## src/rtl/lane_tracker_stream.sv

```systemverilog
// rtl/lane_tracker_stream.sv - Row edge-gradient lane centre tracker with hold-on-miss and stream I/O
module lane_tracker_stream #(
    parameter int ROW_W        = 32,
    parameter int PIX_W        = 8,
    parameter int THRESH       = 20,
    parameter int HOLD_ROWS    = 2,
    parameter bit AUTO_RESTART = 1'b0
) (
    input  logic                     clk,
    input  logic                     rst,
    input  logic                     start,
    input  logic [PIX_W-1:0]         rx_data,
    input  logic                     rx_valid,
    output logic                     rx_ready,
    output logic [$clog2(ROW_W)-1:0] tx_center,
    output logic [7:0]               tx_confidence,
    output logic                     tx_lost,
    output logic                     tx_valid,
    input  logic                     tx_ready
);

    localparam int IDX_W  = $clog2(ROW_W);
    localparam int HALF   = (ROW_W - 2) / 2;
    localparam int LAST_K = ROW_W - 3;
    localparam int MISS_W = (HOLD_ROWS < 1) ? 1 : $clog2(HOLD_ROWS + 1);

    typedef enum logic [2:0] {
        S_IDLE,
        S_RECEIVE,
        S_SCAN,
        S_CALC,
        S_SEND
    } state_t;

    state_t             state_q, state_d;
    logic [PIX_W-1:0]   pix_q [ROW_W];
    logic [PIX_W-1:0]   pix_d [ROW_W];
    logic [IDX_W-1:0]   idx_q, idx_d;
    logic [IDX_W-1:0]   k_q, k_d;
    logic               issue_done_q, issue_done_d;

    // Gradient magnitude is registered before the peak compare so the
    // subtract/abs path and the compare/select path sit in separate cycles.
    logic               grad_v_q, grad_v_d;
    logic [PIX_W-1:0]   grad_a_q, grad_a_d;
    logic [IDX_W-1:0]   grad_k_q, grad_k_d;

    logic [PIX_W-1:0]   pk_l_val_q, pk_l_val_d;
    logic [PIX_W-1:0]   pk_r_val_q, pk_r_val_d;
    logic [IDX_W-1:0]   pk_l_pos_q, pk_l_pos_d;
    logic [IDX_W-1:0]   pk_r_pos_q, pk_r_pos_d;

    logic [IDX_W-1:0]   last_center_q, last_center_d;
    logic [MISS_W-1:0]  miss_cnt_q, miss_cnt_d;

    logic [IDX_W-1:0]   tx_center_q, tx_center_d;
    logic [7:0]         tx_conf_q, tx_conf_d;
    logic               tx_lost_q, tx_lost_d;
    logic               tx_valid_q, tx_valid_d;

    logic [IDX_W-1:0]   k_far;
    logic signed [PIX_W:0] grad;
    logic [PIX_W-1:0]   grad_abs;

    logic               pk_found;
    logic [PIX_W+1:0]   pk_sum;
    logic [PIX_W+1:0]   pk_avg;
    logic [7:0]         conf_sat;
    logic [IDX_W:0]     pos_sum;
    logic [IDX_W-1:0]   centre;

    assign rx_ready      = (state_q == S_RECEIVE);
    assign tx_center     = tx_center_q;
    assign tx_confidence = tx_conf_q;
    assign tx_lost       = tx_lost_q;
    assign tx_valid      = tx_valid_q;

    // Central-difference gradient g[k] = pix[k+2] - pix[k] and its magnitude.
    always_comb begin
        k_far    = k_q + IDX_W'(2);
        grad     = $signed({1'b0, pix_q[k_far]}) - $signed({1'b0, pix_q[k_q]});
        grad_abs = grad[PIX_W] ? PIX_W'(-grad) : grad[PIX_W-1:0];
    end

    // Lane centre and saturated mean peak strength from the two half-row peaks.
    always_comb begin
        pk_found = (pk_l_val_q != '0) && (pk_r_val_q != '0);
        pk_sum   = {2'b00, pk_l_val_q} + {2'b00, pk_r_val_q};
        pk_avg   = pk_sum >> 1;
        conf_sat = (32'(pk_avg) > 32'd255) ? 8'hFF : 8'(pk_avg);
        pos_sum  = {1'b0, pk_l_pos_q} + {1'b0, pk_r_pos_q};
        centre   = IDX_W'(pos_sum >> 1);
    end

    // Next-state and datapath updates for receive, scan, calc and send.
    always_comb begin
        state_d       = state_q;
        pix_d         = pix_q;
        idx_d         = idx_q;
        k_d           = k_q;
        issue_done_d  = issue_done_q;
        grad_v_d      = grad_v_q;
        grad_a_d      = grad_a_q;
        grad_k_d      = grad_k_q;
        pk_l_val_d    = pk_l_val_q;
        pk_r_val_d    = pk_r_val_q;
        pk_l_pos_d    = pk_l_pos_q;
        pk_r_pos_d    = pk_r_pos_q;
        last_center_d = last_center_q;
        miss_cnt_d    = miss_cnt_q;
        tx_center_d   = tx_center_q;
        tx_conf_d     = tx_conf_q;
        tx_lost_d     = tx_lost_q;
        tx_valid_d    = tx_valid_q;

        case (state_q)
            S_IDLE: begin
                if (start) begin
                    state_d = S_RECEIVE;
                    idx_d   = '0;
                end
            end

            S_RECEIVE: begin
                if (rx_valid && rx_ready) begin
                    pix_d[idx_q] = rx_data;
                    if (idx_q == IDX_W'(ROW_W - 1)) begin
                        state_d      = S_SCAN;
                        k_d          = '0;
                        issue_done_d = 1'b0;
                        grad_v_d     = 1'b0;
                        pk_l_val_d   = '0;
                        pk_r_val_d   = '0;
                        pk_l_pos_d   = '0;
                        pk_r_pos_d   = '0;
                    end else begin
                        idx_d = idx_q + IDX_W'(1);
                    end
                end
            end

            S_SCAN: begin
                // Strict compares keep the lowest index on equal magnitudes.
                if (grad_v_q) begin
                    if (grad_k_q < IDX_W'(HALF)) begin
                        if ((32'(grad_a_q) > THRESH) && (grad_a_q > pk_l_val_q)) begin
                            pk_l_val_d = grad_a_q;
                            pk_l_pos_d = grad_k_q;
                        end
                    end else begin
                        if ((32'(grad_a_q) > THRESH) && (grad_a_q > pk_r_val_q)) begin
                            pk_r_val_d = grad_a_q;
                            pk_r_pos_d = grad_k_q;
                        end
                    end
                end
                if (issue_done_q) begin
                    grad_v_d = 1'b0;
                    state_d  = S_CALC;
                end else begin
                    grad_v_d = 1'b1;
                    grad_a_d = grad_abs;
                    grad_k_d = k_q;
                    if (k_q == IDX_W'(LAST_K)) begin
                        issue_done_d = 1'b1;
                    end else begin
                        k_d = k_q + IDX_W'(1);
                    end
                end
            end

            S_CALC: begin
                if (pk_found) begin
                    tx_center_d   = centre;
                    tx_conf_d     = conf_sat;
                    tx_lost_d     = 1'b0;
                    last_center_d = centre;
                    miss_cnt_d    = '0;
                end else if (miss_cnt_q < MISS_W'(HOLD_ROWS)) begin
                    tx_center_d = last_center_q;
                    tx_conf_d   = 8'd0;
                    tx_lost_d   = 1'b0;
                    miss_cnt_d  = miss_cnt_q + MISS_W'(1);
                end else begin
                    tx_center_d = last_center_q;
                    tx_conf_d   = 8'd0;
                    tx_lost_d   = 1'b1;
                end
                tx_valid_d = 1'b1;
                state_d    = S_SEND;
            end

            S_SEND: begin
                if (tx_valid_q && tx_ready) begin
                    tx_valid_d = 1'b0;
                    if (AUTO_RESTART) begin
                        state_d = S_RECEIVE;
                        idx_d   = '0;
                    end else begin
                        state_d = S_IDLE;
                    end
                end
            end

            default: begin
                state_d = S_IDLE;
            end
        endcase
    end

    // State and datapath registers; reset makes every row report lost until a lane is found.
    always_ff @(posedge clk or posedge rst) begin
        if (rst) begin
            state_q <= S_IDLE;
            for (int i = 0; i < ROW_W; i++) begin
                pix_q[i] <= '0;
            end
            idx_q         <= '0;
            k_q           <= '0;
            issue_done_q  <= 1'b0;
            grad_v_q      <= 1'b0;
            grad_a_q      <= '0;
            grad_k_q      <= '0;
            pk_l_val_q    <= '0;
            pk_r_val_q    <= '0;
            pk_l_pos_q    <= '0;
            pk_r_pos_q    <= '0;
            last_center_q <= '0;
            miss_cnt_q    <= MISS_W'(HOLD_ROWS);
            tx_center_q   <= '0;
            tx_conf_q     <= 8'd0;
            tx_lost_q     <= 1'b1;
            tx_valid_q    <= 1'b0;
        end else begin
            state_q       <= state_d;
            pix_q         <= pix_d;
            idx_q         <= idx_d;
            k_q           <= k_d;
            issue_done_q  <= issue_done_d;
            grad_v_q      <= grad_v_d;
            grad_a_q      <= grad_a_d;
            grad_k_q      <= grad_k_d;
            pk_l_val_q    <= pk_l_val_d;
            pk_r_val_q    <= pk_r_val_d;
            pk_l_pos_q    <= pk_l_pos_d;
            pk_r_pos_q    <= pk_r_pos_d;
            last_center_q <= last_center_d;
            miss_cnt_q    <= miss_cnt_d;
            tx_center_q   <= tx_center_d;
            tx_conf_q     <= tx_conf_d;
            tx_lost_q     <= tx_lost_d;
            tx_valid_q    <= tx_valid_d;
        end
    end

endmodule

```

## config.mk

```make
export PLATFORM = sky130hd
export DESIGN_NAME = lane_tracker_stream
export DESIGN_NICKNAME = d
export VERILOG_FILES = /design/src/rtl/lane_tracker_stream.sv
export SDC_FILE = /design/constraint.sdc
export NUM_CORES = 1
export LEC_CHECK = 0
export CAP_MARGIN = 10
export CORE_AREA = 2 2 177 179
export DETAILED_ROUTE_END_ITERATION = 7
export DIE_AREA = 0 0 179 181
export PLACE_DENSITY = 0.86
export SLEW_MARGIN = 20
export SYNTH_ARGS = -nofsm -noshare
export SYNTH_HDL_FRONTEND = slang
export SYNTH_SLANG_ARGS = --single-unit
```

## constraint.sdc

```tcl
create_clock -name clk -period 12.5 [get_ports clk]
set_input_delay 2.5 -clock clk [delete_from_list [all_inputs] [get_ports clk]]
set_output_delay 2.5 -clock clk [all_outputs]
set_load 0.01 [all_outputs]
```

==> impl_metrics.toml <==
[logic_synthesis]
yosysSeqAreaShare_pct = 45.6
ys_ff_latch = 327
synth_top_flop_cell = "dfrtp_1"
yosys.area_share.simple_pct = 4.65
async_flop_share_pct = 100
synth_edf_count = 0
synth_xor_area_share_pct = 1.12
yosys.cell_types.count = 64
synthMuxAreaShare_pct = 37.5
synth_fa_ha_area_share_pct = 3.40
synthCells = 1257
syn_area_per_cell_sq_um = 14.3
yosysWarnings = 0
syn-cell-area_sq_mm = 0.0180
syn_nets = 1317
synth_top_family_by_area = "multiplexers"
synth_compound_area_share_pct = 5.03

[clock_tree]
clk_path_buf_depth = 3
postCtsResizedCells = 0
cts_root_buf = "clkbuf_16"
cts_buffers = 36
cts.sinks = 327
path_clk_slew_ns = 0.06
cts.htree.levels = 2
ctsHoldBuffers = 0
cts_tree = "yes"
worstSkewPairLatency_ns = 0.52
post-cts-setup-buffer-count = 0

[final_layout]
register_area_sq_mm = 0.00819
drive_gt1_share_pct = 40.4
multi_input_area_sq_mm = 0.00930
fillers = 2103
final_core_util_pct = 64.6
layout.cells.non_filler = 1669
area_delta_synth_final_pct = 9.14
nets = 1308

[floorplan]
die_y_um = 181
ios = 29
dieArea_sq_mm = 0.0324
initial_core_util_pct = 59.2
fp.dieW_um = 179
rows = 64
core-area_sq_mm = 0.0303

[critical_path]
worstPathMaxFanout = 48
rrSetupSlack_ns = 7.12
cp.arrival_ns = 5.78
startpoint_type = "register"
rr_startpoint = "k_q[0]"
crit_path_end_kind = "register"
critPathKind = "reg2reg"
critPathMostFrequentCell = "mux4_2"
r2r-end = "grad_a_q[7]"
cp.depth = 11
cpLargestDelayFamily = "multiplexers"
crit_slowest_cell = "dfrtp_4"
r2r_cells = 11
worstPathRequired_ns = 12.90
cp_slowest_stage_delay_ns = 0.94
cp.buffers_inverters = 1
path_cells = "buf_4 > mux4_2 > mux4_2 > mux2_2 > ha_1 > and3_1 > nor2_1 > xnor2_1 > or4_4 > o2111a_1 > or3_1"

[timing]
finClkSkew_ns = 0.0125
finalSetupViolCount = 0
hold_viol_final = 0
timing.final.crit_share_pct = 43.1
slew_viol_final = 0
min_period_ns = 5.38
whs_ns = 0.470
worst_pin_slew_ns = 1.04
fmax_mhz = 186
fin_setup_tns_ns = 0
rsz0062_at_grt = "no"
slew_headroom_pct = 30.5

[power]
seqPwrFrac_pct = 41.8
p_int_mw = 2.31
swShare_pct = 30.3
netSwitchingPower_mw = 1.00
p_comb_share_pct = 27.4
total_power_mw = 3.31
power_frac_clock_pct = 30.8
p_per_area_mw_per_mm2 = 169
leakage_nw = 9.00
peakVddDrop_uv = 122

[placement]
port_buffers = 28
gp_congestion = 0.860
dp_hpwl_um = 27300
dp_cells = 1605

[global_route]
grt_most_used_layer = "met2"
grt_usage_pct = 27.5
antenna_found_initial = 1
grt_pass1_wl_um = 68400
globalRouteMet1Util_pct = 37.4
use_met2_pct = 43.6
met3_usage_pct = 5.85
grt.overflow.total = 0
grt_pass1_vias = 12000
grt_max_degree = 116

[job]
max-cap-violations = 0

[route]
wirelength_um = 42700
drt-initial-drc-count = 1018
ant_nets = 0
wl_per_cell_um = 25.6
drtPass1Iterations = 6
num_vias = 11500
drc = 0
vias_per_cell = 6.92

[worst_hold_path]
min_from = "tx_lost"
hold_end = "tx_lost"
min_path_type = "reg2reg"
hold_depth = 2

[status]
status = "finished clean"
logic make-up (layout without fill, tap and decap cells):
logic type	after synthesis	in the layout
flops	327	327
other cells	0	1
xor+xnor	23	23
buf+inv	120	135
simple gates	173	173
fa+ha+maj	47	47
mux	439	439
compound gates	128	128
cells in the mapped netlist (3+ instances only):
cell      number  area (sq um)
nor2b_1        4          25.0
a21oi_1       24           120
nor4_1         8          50.1
a22o_1        15           131
o21ai_0       33           165
clkbuf_1      51           191
nand2_1       87           327
nor2_1        18          67.6
and2_1         9          56.3
and3b_1        3          26.3
nor3b_1        5          37.5
nand4_1        6          37.5
or3_1          3          18.8
mux2_2       266          3000
inv_1         35           131
o21a_1         7          52.6
mux4_2       160          3600
a32o_1        12           120
buf_2         29           145
mux2i_1       13           130
o21bai_1       5          37.5
nand3_1        8          40.0
xor2_1        14           123
and3_1         3          18.8
nor3_1         5          25.0
a21o_1         5          37.5
fa_1           3          60.1
xnor2_1        9          78.8
nand2b_1       6          37.5
dfrtp_1      325          8130
buf_1          3          11.3
ha_1          44           551
a31oi_1        3          18.8
how the worst max path moves through the flow:
stage	endpoint	slack, ns	from
global placement	grad_a_q[7]	6.97	k_q[1]
floorplan	grad_a_q[0]	0.95	rst
detailed placement	grad_a_q[7]	6.77	k_q[1]
finish	grad_a_q[7]	7.12	k_q[0]
CTS	grad_a_q[7]	6.75	k_q[1]
global route	grad_a_q[7]	6.85	k_q[0]
sequential cells by signal (all words and copies together), names as in the netlist, 3 cells and up:
register / count
grad_a_q: 8
tx_center: 5
pix_q: 256
pk_l_pos_q: 5
tx_confidence: 8
pk_r_val_q: 8
state_q: 3
grad_k_q: 5
k_q: 5
pk_r_pos_q: 5
idx_q: 5
pk_l_val_q: 8
worst reg2reg max path, cell delays in order, from the launching register on:
cell and delay [ns]:
dfrtp_4 0.94, buf_4 0.80, mux4_2 0.66, mux4_2 0.51, mux2_2 0.30, ha_1 0.42, and3_1 0.23, nor2_1 0.14
xnor2_1 0.17, or4_4 0.53, o2111a_1 0.25, or3_1 0.33
cell usage in the layout (no fill, tap or decap), types with 8 or more instances in the layout:
cell type        Yosys  final
nand3_1              8      8
mux2i_1             13     13
clkdlybuf4s50_1      0     21
xor2_1              14     13
nor4_1               8      8
mux4_2             160    160
ha_1                44     44
buf_4                1      8
a32o_1              12     12
and2_1               9      9
inv_1               35     34
dfrtp_1            325    323
a21oi_1             24     24
nor2_1              18     18
mux2_2             266    266
xnor2_1              9      9
nand2_1             87     87
clkbuf_16            0     37
o21ai_0             33     33
a22o_1              15     15
layer usage:
metal | part of all wire (%) | up-vias
met1 | 39 | 6046
li1 | - | 4811
met3 | 7.9 | 133
met4 | 4.0 | 0
met5 | 0 | -
met2 | 49 | 552
stage by stage:
stage / area (sq um) / setup slack [ns]
4_1_cts: 19600 / 6.75
6_report: 19600 / 7.12
3_3_place_gp: 18500 / 6.97
3_5_place_dp: 18500 / 6.77
2_1_floorplan: 18000 / 0.949
5_1_grt: 19600 / 6.85
cell type report:
type,instances,share of cell area (%)
well taps,396,2.53
flip-flops and latches,327,41.8
multi-input cells,810,47.4
repair buffers,38,1.76
diodes,1,0.0128
clock buffers,50,5.28
clock inverters,12,0.498
inverters,35,0.708
power by group through the flow:
stage | clock [mW] | combinational [mW] | sequential, mW
after global placement | 0 | 0.844 | 1.37
after detailed placement | 0 | 0.884 | 1.39
after floorplan | 0 | 0.716 | 1.33
after global routing | 1.08 | 0.971 | 1.40
final | 1.02 | 0.907 | 1.39
after CTS | 1.03 | 0.895 | 1.38
Note: power is estimated with default switching activity, not from simulation.
